**config.mk**
```make
export PLATFORM = sky130hd
export DESIGN_NAME = divider_seq
export DESIGN_NICKNAME = d
export VERILOG_FILES = /design/src/rtl/divider_seq.sv
export SDC_FILE = /design/constraint.sdc
export NUM_CORES = 1
export LEC_CHECK = 0
export ABC_CLOCK_PERIOD_IN_PS = 4500
export CORE_UTILIZATION = 53
export DETAILED_ROUTE_END_ITERATION = 6
export PLACE_DENSITY_LB_ADDON = 0.05
export SETUP_SLACK_MARGIN = 0.02
export SLEW_MARGIN = 20
export SYNTH_ARGS = -nofsm -noshare
export SYNTH_HDL_FRONTEND = slang
export SYNTH_SLANG_ARGS = --single-unit
```
**constraint.sdc**
```tcl
create_clock -name clk -period 4.5 [get_ports clk]
set_clock_uncertainty 0.15 [all_clocks]
set_input_delay 0.45 -clock clk [delete_from_list [all_inputs] [get_ports clk]]
set_output_delay 0.45 -clock clk [all_outputs]
set_load 0.1 [all_outputs]
```
**src/rtl/divider_seq.sv**
```systemverilog
// Sequential signed QM.N divider: restoring division on magnitudes, one quotient
// bit per clock, followed by a saturate-and-sign stage that enters DONE.
module divider_seq #(
  parameter int M = 16,
  parameter int N = 16
) (
  input  logic             clk,
  input  logic             reset,
  input  logic             i_start,
  input  logic [M+N-1:0]   i_num,
  input  logic [M+N-1:0]   i_den,
  input  logic             i_abs,
  output logic             o_busy,
  output logic             o_done,
  output logic [M+N-1:0]   o_data,
  output logic             o_sat,
  output logic             o_divzero
);

  localparam int W    = M + N;
  localparam int ITER = M + 2 * N;
  localparam int CW   = $clog2(ITER + 1);
  localparam logic [CW-1:0] LAST = CW'(ITER);
  localparam logic [W-1:0]  NSAT = {1'b0, {(W-1){1'b1}}};

  typedef enum logic [1:0] {IDLE, CALC, DONE} state_t;

  state_t          r_state;
  logic [CW-1:0]   r_cnt;
  logic [ITER-1:0] r_quo;     // dividend shifts out at the top, quotient shifts in at the bottom
  logic [W:0]      r_rem;
  logic [W-1:0]    r_den;
  logic            r_sign;
  logic            r_abs;
  logic            r_busy;
  logic            r_done;
  logic [W-1:0]    r_data;
  logic            r_sat;
  logic            r_divzero;

  // Unsigned magnitudes; the most negative value maps to 2^(W-1) without loss.
  logic [W-1:0] w_num_mag;
  logic [W-1:0] w_den_mag;
  assign w_num_mag = i_num[W-1] ? (~i_num + 1'b1) : i_num;
  assign w_den_mag = i_den[W-1] ? (~i_den + 1'b1) : i_den;

  // Trial subtraction: the borrow out of the extended difference decides the quotient bit.
  logic [W+1:0] w_shift;
  logic [W+1:0] w_diff;
  logic         w_ge;
  logic [W:0]   w_rem_next;
  assign w_shift    = {r_rem, r_quo[ITER-1]};
  assign w_diff     = w_shift - {2'b00, r_den};
  assign w_ge       = ~w_diff[W+1];
  assign w_rem_next = w_ge ? w_diff[W:0] : w_shift[W:0];

  logic         w_ovf;
  logic         w_divz;
  logic         w_sat;
  logic [W-1:0] w_mag;
  logic [W-1:0] w_result;
  assign w_ovf    = |r_quo[ITER-1:W-1];
  assign w_divz   = (r_den == '0);
  assign w_sat    = w_ovf | w_divz;
  assign w_mag    = w_sat ? NSAT : r_quo[W-1:0];
  assign w_result = (r_sign & ~r_abs) ? (~w_mag + 1'b1) : w_mag;

  // NOTE: every register, datapath included, is cleared by reset so a mid-CALC abort
  // leaves no stale operand or partial quotient behind; state uses <= throughout.
  always_ff @(posedge clk or posedge reset) begin
    if (reset) begin
      r_state   <= IDLE;
      r_cnt     <= '0;
      r_quo     <= '0;
      r_rem     <= '0;
      r_den     <= '0;
      r_sign    <= 1'b0;
      r_abs     <= 1'b0;
      r_busy    <= 1'b0;
      r_done    <= 1'b0;
      r_data    <= '0;
      r_sat     <= 1'b0;
      r_divzero <= 1'b0;
    end else begin
      r_done <= 1'b0;
      case (r_state)
        IDLE: begin
          if (i_start) begin
            r_quo   <= {w_num_mag, {N{1'b0}}};
            r_rem   <= '0;
            r_den   <= w_den_mag;
            r_sign  <= i_num[W-1] ^ i_den[W-1];
            r_abs   <= i_abs;
            r_cnt   <= '0;
            r_busy  <= 1'b1;
            r_state <= CALC;
          end
        end
        CALC: begin
          if (r_cnt == LAST) begin
            r_data    <= w_result;
            r_sat     <= w_sat;
            r_divzero <= w_divz;
            r_done    <= 1'b1;
            r_state   <= DONE;
          end else begin
            r_rem <= w_rem_next;
            r_quo <= {r_quo[ITER-2:0], w_ge};
            r_cnt <= r_cnt + CW'(1);
          end
        end
        DONE: begin
          r_busy  <= 1'b0;
          r_state <= IDLE;
        end
        default: r_state <= IDLE;
      endcase
    end
  end

  assign o_busy    = r_busy;
  assign o_done    = r_done;
  assign o_data    = r_data;
  assign o_sat     = r_sat;
  assign o_divzero = r_divzero;

endmodule
```
==> results of run 1 <==
-- per-stage QoR --
step	hold slack, ps	util (%)
floorplan	295	-
CTS	263	64.5
detailed placement	320	61.6
global placement	310	61.6
global route	307	64.8
finish	255	64.8
-- power by group --
group | internal [mW] | switching, mW
Combinational | 2.39 | 3.82
Clock | 0.807 | 0.583
Sequential | 2.13 | 0.659
Total | 5.33 | 5.06
-- area by class of cell --
cell class	count	area, um^2
Clock buffer	19	433
Clock inverter	12	121
Fill cell	1740	6690
Inverter	58	221
Multi-Input combinational cell	1004	6020
Sequential cell	159	3980
Tap cell	260	325
Timing Repair Buffer	126	1220
-- timing repair --
action                                  in CTS  in global routing
buffers inserted                             0                  5
gates resized for setup                      0                  5
endpoints found under the setup margin       0                  1
-- synthesized netlist by cell type (8+ instances only) --
master,n
xnor2_1,33
a21o_1,14
nor2b_1,12
o41ai_1,15
ha_1,37
nor4_1,22
dfrtp_1,159
or3_1,19
xor2_1,67
inv_1,58
nand2b_1,9
a31oi_1,11
o22ai_1,12
nand4_1,14
o21ai_0,176
a21oi_1,98
buf_1,8
mux2i_1,23
nor3_1,15
nor2_1,87
clkbuf_1,60
nand2_1,207
o31ai_1,17
nand3_1,36
-- worst max-delay path, stage by stage, from the launching register on --
cell and delay [ps]:
dfrtp_1 410, nor4_2 280, nand2_1 110, nor4_2 230, nand4b_1 290, nor2_1 230, ha_2 200, nor3b_4 200
nand2_2 110, nor4_4 310, nand2_1 120, or4_4 470, or4_4 470, o41ai_4 320, xnor2_1 160, o21ai_1 70
-- worst max-delay path by stage --
stage                       to  depth (start not counted)
finish              o_data[30]                         15
global route        o_data[30]                         15
CTS                 o_data[30]                         15
detailed placement  o_data[30]                         15
global placement    o_data[30]                         15
floorplan           o_data[30]                         17
-- state kept, by name (all words and copies together), names as in the netlist --
signal     cells
r_quo         48
r_rem         33
o_data        32
r_den         32
r_cnt          6
r_state        2
o_busy         1
o_divzero      1
o_done         1
o_sat          1
r_abs          1
r_sign         1
-- per-layer routing --
metal,global-route usage (%),wire length (um)
met5,0,0
met4,6.11,251
met2,42.8,12000
met3,4.10,1250
met1,38.5,12000
-- cells by family after synthesis --
group	count (synthesis)	synth area share [%]
AO/OA/AOI/OAI	383	21.2
XOR/XNOR	100	8.40
adder cells (fa/ha/maj)	38	4.63
buffers and inverters	129	4.68
flip-flops	159	38.1
multiplexers	27	2.64
AND/OR/NAND/NOR	456	20.3
==> metrics.yaml, run 1 <==
status: "completed"
clk_latency_ps: 430
layout.nets: 1472
hpwl_um: 18300
synth.yosys.seq_area_share_pct: 38.1
dr_total_vias: 9343
slew_violations: 0
place_congestion: 0.899
grt_pass1_wl_um: 43100
critPathKind: "reg -> reg"
r2r_cells: 15
grt_overflow: 0
h-tree-depth: 4
numCtsBuffers: 17
cts_root_buf: "clkbuf_16"
worst_pin_slew_ps: 988
period_share_pct: 95.1
die_h_um: 142
grt_max_degree: 80
synth_area_um2: 10400
cts_tree: "yes"
synthTopCellsByArea: "dfrtp_1 38%, o21ai_0 8.4%, nand2_1 7.4%"
drt_iter0_drc: 619
synth_top_area_cell: "dfrtp_1"
fin_area_um2: 12300
antenna_found_initial: 0
syn_inst: 1292
antenna-diode-count: 0
relSlewSlack_pct: 33.9
die_w_um: 142
fin_total_pwr_mw: 10.4
clockBufferDepth: 2
stdcell_count: 1638
max_freq_mhz: 234
ys.flop_type: "dfrtp_1"
avgSynthCellArea_um2: 8.07
ys_warn_count: 0
cp_max_fo: 5
drive_gt1_share_pct: 6.02
first_pass_iters: 5
reg2reg_to: "o_data[30]"
p_per_area_nw_per_um2: 843
layout_commonest_cell: "nand2_1"
cts.sinks: 159
cp-startpoint: "r_quo[36]"
setup_viol: 0
async_flop_share_pct: 100
crit_arrival_ps: 4420
dieArea_um2: 20200
end_kind: "register"
final-hold-violation-count: 0
core-area_um2: 19000
ys_types: 64
grt.total_usage_pct: 26.8
final_cell_mix: "206 x nand2_1, 176 x o21ai_0, 159 x dfrtp_1, 102 x clkdlybuf4s50_1, 98 x a21oi_1"
setup_ws_ps: 220
ios: 104
clkTransAtPathRegs_ps: 60
grt_pass1_vias: 8758
vias_per_cell: 5.70
totalWireLength_um: 25500
cts-hold-fix-buffers: 0
period_needed_ps: 4280
netlist.area_leader.share_pct: 38.1
place_ws_ps: 224
synth_edf_count: 0
tns_ps: 0
drc: 0
crit_required_ps: 4640
port_buffers: 103
peakVddDrop_v: 0.000331
ant_nets: 0
initial_core_util_pct: 54.8
dp_cells: 1602
syn_nets: 1398
ys_ff_latch: 159
drv_cap: 0
post_drt_wl_per_cell_um: 15.6
power.leakage_nw: 5.30
hp-class: "in -> async"
rsz0062_at_grt: "no"
reg2reg_slack_ps: 220
rows: 50
placed_area_um2: 11700
area_delta_synth_final_pct: 18.2
cp-start-kind: "register"
r2r-start: "r_quo[36]"
Power figures use the tool's default switching activity.
==> run 2, diff against run 1 <==
- RECOVER_POWER: not set -> 100
- SLEW_MARGIN: 20 -> not set
==> run 2 against run 1 <==
The run now ends with capacitance limit, slew limit left. First-iteration DRC count decreased by 6.8%. Non-clock buffer count is the same. Sequential cell count stayed put. Sequential power about the same. Via count rose by 0.15%. Fmax is 0.31% lower. Global-route usage unchanged. Routed wire length shrank 0.11%.
==> metrics.yaml, run 2 (synthesized netlist as in run 1, its figures left out) <==
numCtsBuffers: 17  # unchanged
hold_path_depth: 2
multi_input_area_um2: 6010  # -0.15%
final_cell_mix: "206 x nand2_1, 176 x o21ai_0, 159 x dfrtp_1, 98 x a21oi_1, 85 x nor2_1"
utilization_pct: 64.5  # -0.27 points
cts_tree: "yes"
drc: 0  # unchanged
crit_required_ps: 4620  # -20 ps
violations: "capacitance limit, slew limit"
drv_cap: 3  # +3
port_buffers: 103  # unchanged
end_kind: "register"
ant_nets: 0  # unchanged
worst_pin_slew_ps: 1980  # +996 ps
hold_end: "o_data[1]"
cts_root_buf: "clkbuf_16"
largestRegisters: "r_quo (48), r_rem (33)"
h-tree-depth: 4  # unchanged
fin_total_pwr_mw: 10.3  # -0.54%
dieArea_um2: 20200  # unchanged
reg2reg_to: "o_data[30]"
fin_area_um2: 12300  # -0.42%
crit_arrival_ps: 4420  # about the same
cp_max_fo: 5  # unchanged
grt_pass1_vias: 8758  # unchanged
largest-register: "r_quo"
period_needed_ps: 4290  # +13.2 ps
hpwl_um: 18300  # unchanged
vias_per_cell: 5.71  # +0.15%
first_pass_iters: 5  # unchanged
post_drt_wl_per_cell_um: 15.5  # -0.11%
layout.nets: 1472  # unchanged
layout_commonest_cell: "nand2_1"
grt.total_usage_pct: 26.8  # unchanged
setup_viol: 0  # unchanged
status: "finished with violations"
place_congestion: 0.899  # unchanged
hp-class: "reg -> reg"
tns_ps: 0  # unchanged
cp-start-kind: "register"
r2r_cells: 15  # unchanged
power.leakage_nw: 5.39  # +1.6%
antenna-diode-count: 0  # unchanged
final-hold-violation-count: 0  # unchanged
placed_area_um2: 11700  # unchanged
drt_iter0_drc: 577  # -6.8%
core-area_um2: 19000  # unchanged
clkTransAtPathRegs_ps: 60  # about the same
grt_overflow: 0  # unchanged
die_h_um: 142  # unchanged
reg2reg_slack_ps: 210  # about the same
ios: 104  # unchanged
critPathKind: "reg -> reg"
r2r-start: "r_quo[36]"
area_delta_synth_final_pct: 17.7
die_w_um: 142  # unchanged
max_freq_mhz: 233  # -0.31%
dr_total_vias: 9357  # +0.15%
grt_pass1_wl_um: 43100  # unchanged
fillers: 1748  # +0.46%
relSlewSlack_pct: -32.2  # -66 points
hold_ws_ps: 322  # +66.6 ps
slew_violations: 130  # +130
drive_gt1_share_pct: 5.30  # -0.73 points
period_share_pct: 95.4  # +0.29 points
grt_max_degree: 80  # unchanged
p_per_area_nw_per_um2: 842  # -0.13%
antenna_found_initial: 0  # unchanged
clk_latency_ps: 430  # about the same
largest_reg_flops: 48  # unchanged
register_area_um2: 3980  # unchanged
totalWireLength_um: 25500  # -0.11%
worstHoldStart: "o_data[1]"
initial_core_util_pct: 54.8  # unchanged
rows: 50  # unchanged
cts.sinks: 159  # unchanged
peakVddDrop_v: 0.000326  # -1.8%
clockBufferDepth: 2  # unchanged
cts-hold-fix-buffers: 0  # unchanged
run 2: repair_timing:
action	in CTS	in global routing
setup buffers	0	5
setup endpoints to repair	0	1
gates resized for setup	0	5
endpoints found under the hold margin	0	0
run 2: how the worst max path moves through the flow:
stage                          from         end  slack, ps  depth (start not counted)
after floorplan           r_quo[36]  o_data[30]        300                         17
after global placement    r_quo[36]  o_data[30]        330                         15
after detailed placement  r_quo[36]  o_data[30]        220                         15
after CTS                 r_quo[36]  o_data[30]        210                         15
after global routing      r_quo[36]  o_data[30]        -20                         15
final                     r_quo[36]  o_data[30]        210                         15
run 2: stage by stage:
| step | cells | setup WS [ps] |
|---|---|---|
| 3_5_place_dp | 1602 | 224 |
| 2_1_floorplan | 1292 | 296 |
| 3_3_place_gp | 1602 | 331 |
| 5_1_grt | 1638 | -22.2 |
| 6_report | 1638 | 207 |
| 4_1_cts | 1633 | 212 |
run 2: report_power, final:
group          internal, mW  total (mW)  leakage (nW)  switching, mW
clock network         0.807        1.39         0.268          0.582
registers              2.13        2.78          1.99          0.652
logic                  2.34        6.17          3.13           3.83
total                  5.28        10.3          5.39           5.06
run 2: routing by layer:
| metal | wire, um | GRT usage (%) | vias up |
|---|---|---|---|
| met3 | 1250 | 4.10 | 29 |
| met5 | 0 | 0 | - |
| met4 | 280 | 6.11 | 0 |
| met2 | 11900 | 42.8 | 246 |
| met1 | 12100 | 38.5 | 4374 |
| li1 | - | - | 4708 |
run 2: cell type report:
class                      count  share of cell area [%]
sequential                   159                    32.4
tap                          260                    2.65
inverter                      58                    1.78
multi-input combinational   1004                    49.0
clock buffer                  19                    3.53
timing repair buffer         126                    9.64
clock inverter                12                   0.989
run 2: worst max-delay path, stage by stage, from the launching register on:
cell and delay (ps):
dfrtp_1 410, nor4_2 280, nand2_1 110, nor4_2 230, nand4b_1 290, nor2_1 230
ha_2 200, nor3b_4 200, nand2_2 110, nor4_4 320, nand2_1 120, or4_4 470
or4_4 470, o41ai_4 320, xnor2_1 160, o21ai_1 70
==> run 3, diff against run 2 <==
- CAP_MARGIN: not set -> 20
==> run 3 against run 2 <==
The flow still finishes with violations (capacitance limit, slew limit). Combinational power barely moved. Design area rose by 0.21%. Critical path type unchanged. Critical endpoint unchanged. Power barely moved. Worst setup slack got worse by 10 ps. Fmax fell by 0.23%. Clock-buffer cell count did not move. Core utilization rose by 0.14 points. Global-route usage did not move. First-iteration DRC count rose by 7.5%. Largest cell class unchanged.
==> metrics.yaml, run 3 (synthesized netlist as in run 1, its figures left out) <==
grt_max_degree: 80  # unchanged
grt_pass1_vias: 8758  # unchanged
status: "finished with violations"
place_congestion: 0.899  # unchanged
largestRegisters: "r_quo (48), r_rem (33)"
clockBufferDepth: 2  # unchanged
antenna-diode-count: 0  # unchanged
hpwl_um: 18300  # unchanged
cts.sinks: 159  # unchanged
largest-register: "r_quo"
reg2reg_slack_ps: 200  # about the same
numCtsBuffers: 17  # unchanged
worst_pin_slew_ps: 1990  # +3.43 ps
die_h_um: 142  # unchanged
hp-class: "reg -> reg"
period_share_pct: 95.6  # +0.22 points
slew_violations: 130  # unchanged
p_per_area_nw_per_um2: 841  # -0.12%
setup_viol: 0  # unchanged
fin_area_um2: 12300  # +0.21%
final-hold-violation-count: 0  # unchanged
relSlewSlack_pct: -32.5  # -0.23 points
ios: 104  # unchanged
core-area_um2: 19000  # unchanged
grt_pass1_wl_um: 43100  # unchanged
area_delta_synth_final_pct: 17.9
cts-hold-fix-buffers: 0  # unchanged
cts_root_buf: "clkbuf_16"
totalWireLength_um: 25500  # +0.21%
layout_commonest_cell: "nand2_1"
initial_core_util_pct: 54.8  # unchanged
grt_overflow: 0  # unchanged
utilization_pct: 64.7  # +0.14 points
critPathTopFamily: "simple AND/OR/NAND/NOR gates"
violations: "capacitance limit, slew limit"
critPathBufInv: 0  # unchanged
power.leakage_nw: 5.40  # +0.17%
h-tree-depth: 4  # unchanged
grt.total_usage_pct: 26.8  # unchanged
rows: 50  # unchanged
drt_iter0_drc: 620  # +7.5%
clk_latency_ps: 430  # about the same
cp_max_fo: 5  # unchanged
cts_tree: "yes"
path_cells: "nor4_2 -> nand2_1 -> nor4_2 -> nand4b_1 -> nor2_1 -> ha_2 -> nor3b_4 -> nand2_2 -> nor4_4 -> nand2_1 -> or4_4 -> or4_4 -> o41ai_4 -> xnor2_1 -> o21ai_1"
ant_nets: 0  # unchanged
dr_total_vias: 9356  # -0.011%
crit_required_ps: 4620  # about the same
crit_slowest_cell: "or4_4"
critPathMaxStageDelay_ps: 470  # about the same
drc: 0  # unchanged
max_freq_mhz: 232  # -0.23%
cp-start-kind: "register"
port_buffers: 103  # unchanged
drive_gt1_share_pct: 5.37  # +0.069 points
layout.nets: 1473  # +0.068%
dieArea_um2: 20200  # unchanged
crit_arrival_ps: 4430  # about the same
critPathKind: "reg -> reg"
final_cell_mix: "206 x nand2_1, 176 x o21ai_0, 159 x dfrtp_1, 98 x a21oi_1, 84 x nor2_1"
placed_area_um2: 11700  # unchanged
largest_reg_flops: 48  # unchanged
period_needed_ps: 4300  # +9.96 ps
vias_per_cell: 5.71  # about the same
end_kind: "register"
die_w_um: 142  # unchanged
antenna_found_initial: 0  # unchanged
drv_cap: 3  # unchanged
multi_input_area_um2: 6020  # about the same
fin_total_pwr_mw: 10.3  # about the same
clkTransAtPathRegs_ps: 60  # about the same
fillers: 1741  # -0.40%
register_area_um2: 3980  # unchanged
peakVddDrop_v: 0.000327  # +0.55%
tns_ps: 0  # unchanged
post_drt_wl_per_cell_um: 15.6  # +0.15%
first_pass_iters: 5  # unchanged
-- run 3: worst paths after layout --
check / startpoint / endpoint / cells after the start
setup / recovery: r_quo[36] / o_data[30] / 15
hold / removal: o_data[1] / o_data[1] / 2
setup reg to reg: r_quo[36] / o_data[30] / 15
hold reg to reg: o_data[1] / o_data[1] / 2
max in group asynchronous: reset / o_divzero / 3
min in group asynchronous: reset / r_rem[28] / 2
-- run 3: area by class of cell --
cell class	instances	area share [%]
Multi-Input combinational cell	1004	48.9
Sequential cell	159	32.3
Timing Repair Buffer	127	9.81
Clock buffer	19	3.52
Tap cell	260	2.64
Inverter	58	1.78
Clock inverter	12	0.987
-- run 3: stage by stage --
| step | setup WS [ps] | hold slack [ps] | instances |
|---|---|---|---|
| 6_report | 197 | 321 | 1639 |
| 5_1_grt | -22.2 | 355 | 1639 |
| 4_1_cts | 212 | 263 | 1633 |
| 3_5_place_dp | 224 | 320 | 1602 |
| 3_3_place_gp | 331 | 310 | 1602 |
| 2_1_floorplan | 296 | 295 | 1292 |
-- run 3: routing by layer --
| metal | GRT usage, % | up-vias | routed length (um) |
|---|---|---|---|
| met1 | 38.5 | 4402 | 12200 |
| met3 | 4.10 | 27 | 1140 |
| met2 | 42.8 | 220 | 11900 |
| met4 | 6.11 | 0 | 271 |
| li1 | - | 4707 | - |
| met5 | 0 | - | 0 |
-- run 3: repair_timing --
item | CTS | global route
buffers inserted | 0 | 5
hold endpoints to repair | 0 | 0
gates resized for setup | 0 | 5
endpoints found under the setup margin | 0 | 1
-- run 3: report_power, final --
part / switching, mW / internal, mW / total [mW]
logic: 3.83 / 2.34 / 6.17
registers: 0.653 / 2.13 / 2.78
clock network: 0.587 / 0.807 / 1.39
total: 5.07 / 5.28 / 10.3
-- run 3: worst reg2reg max path: stages (launching register included) --
cell and delay, ps:
dfrtp_1 410, nor4_2 280, nand2_1 110, nor4_2 230
nand4b_1 290, nor2_1 230, ha_2 200, nor3b_4 200
nand2_2 110, nor4_4 320, nand2_1 120, or4_4 480
or4_4 470, o41ai_4 320, xnor2_1 160, o21ai_1 70
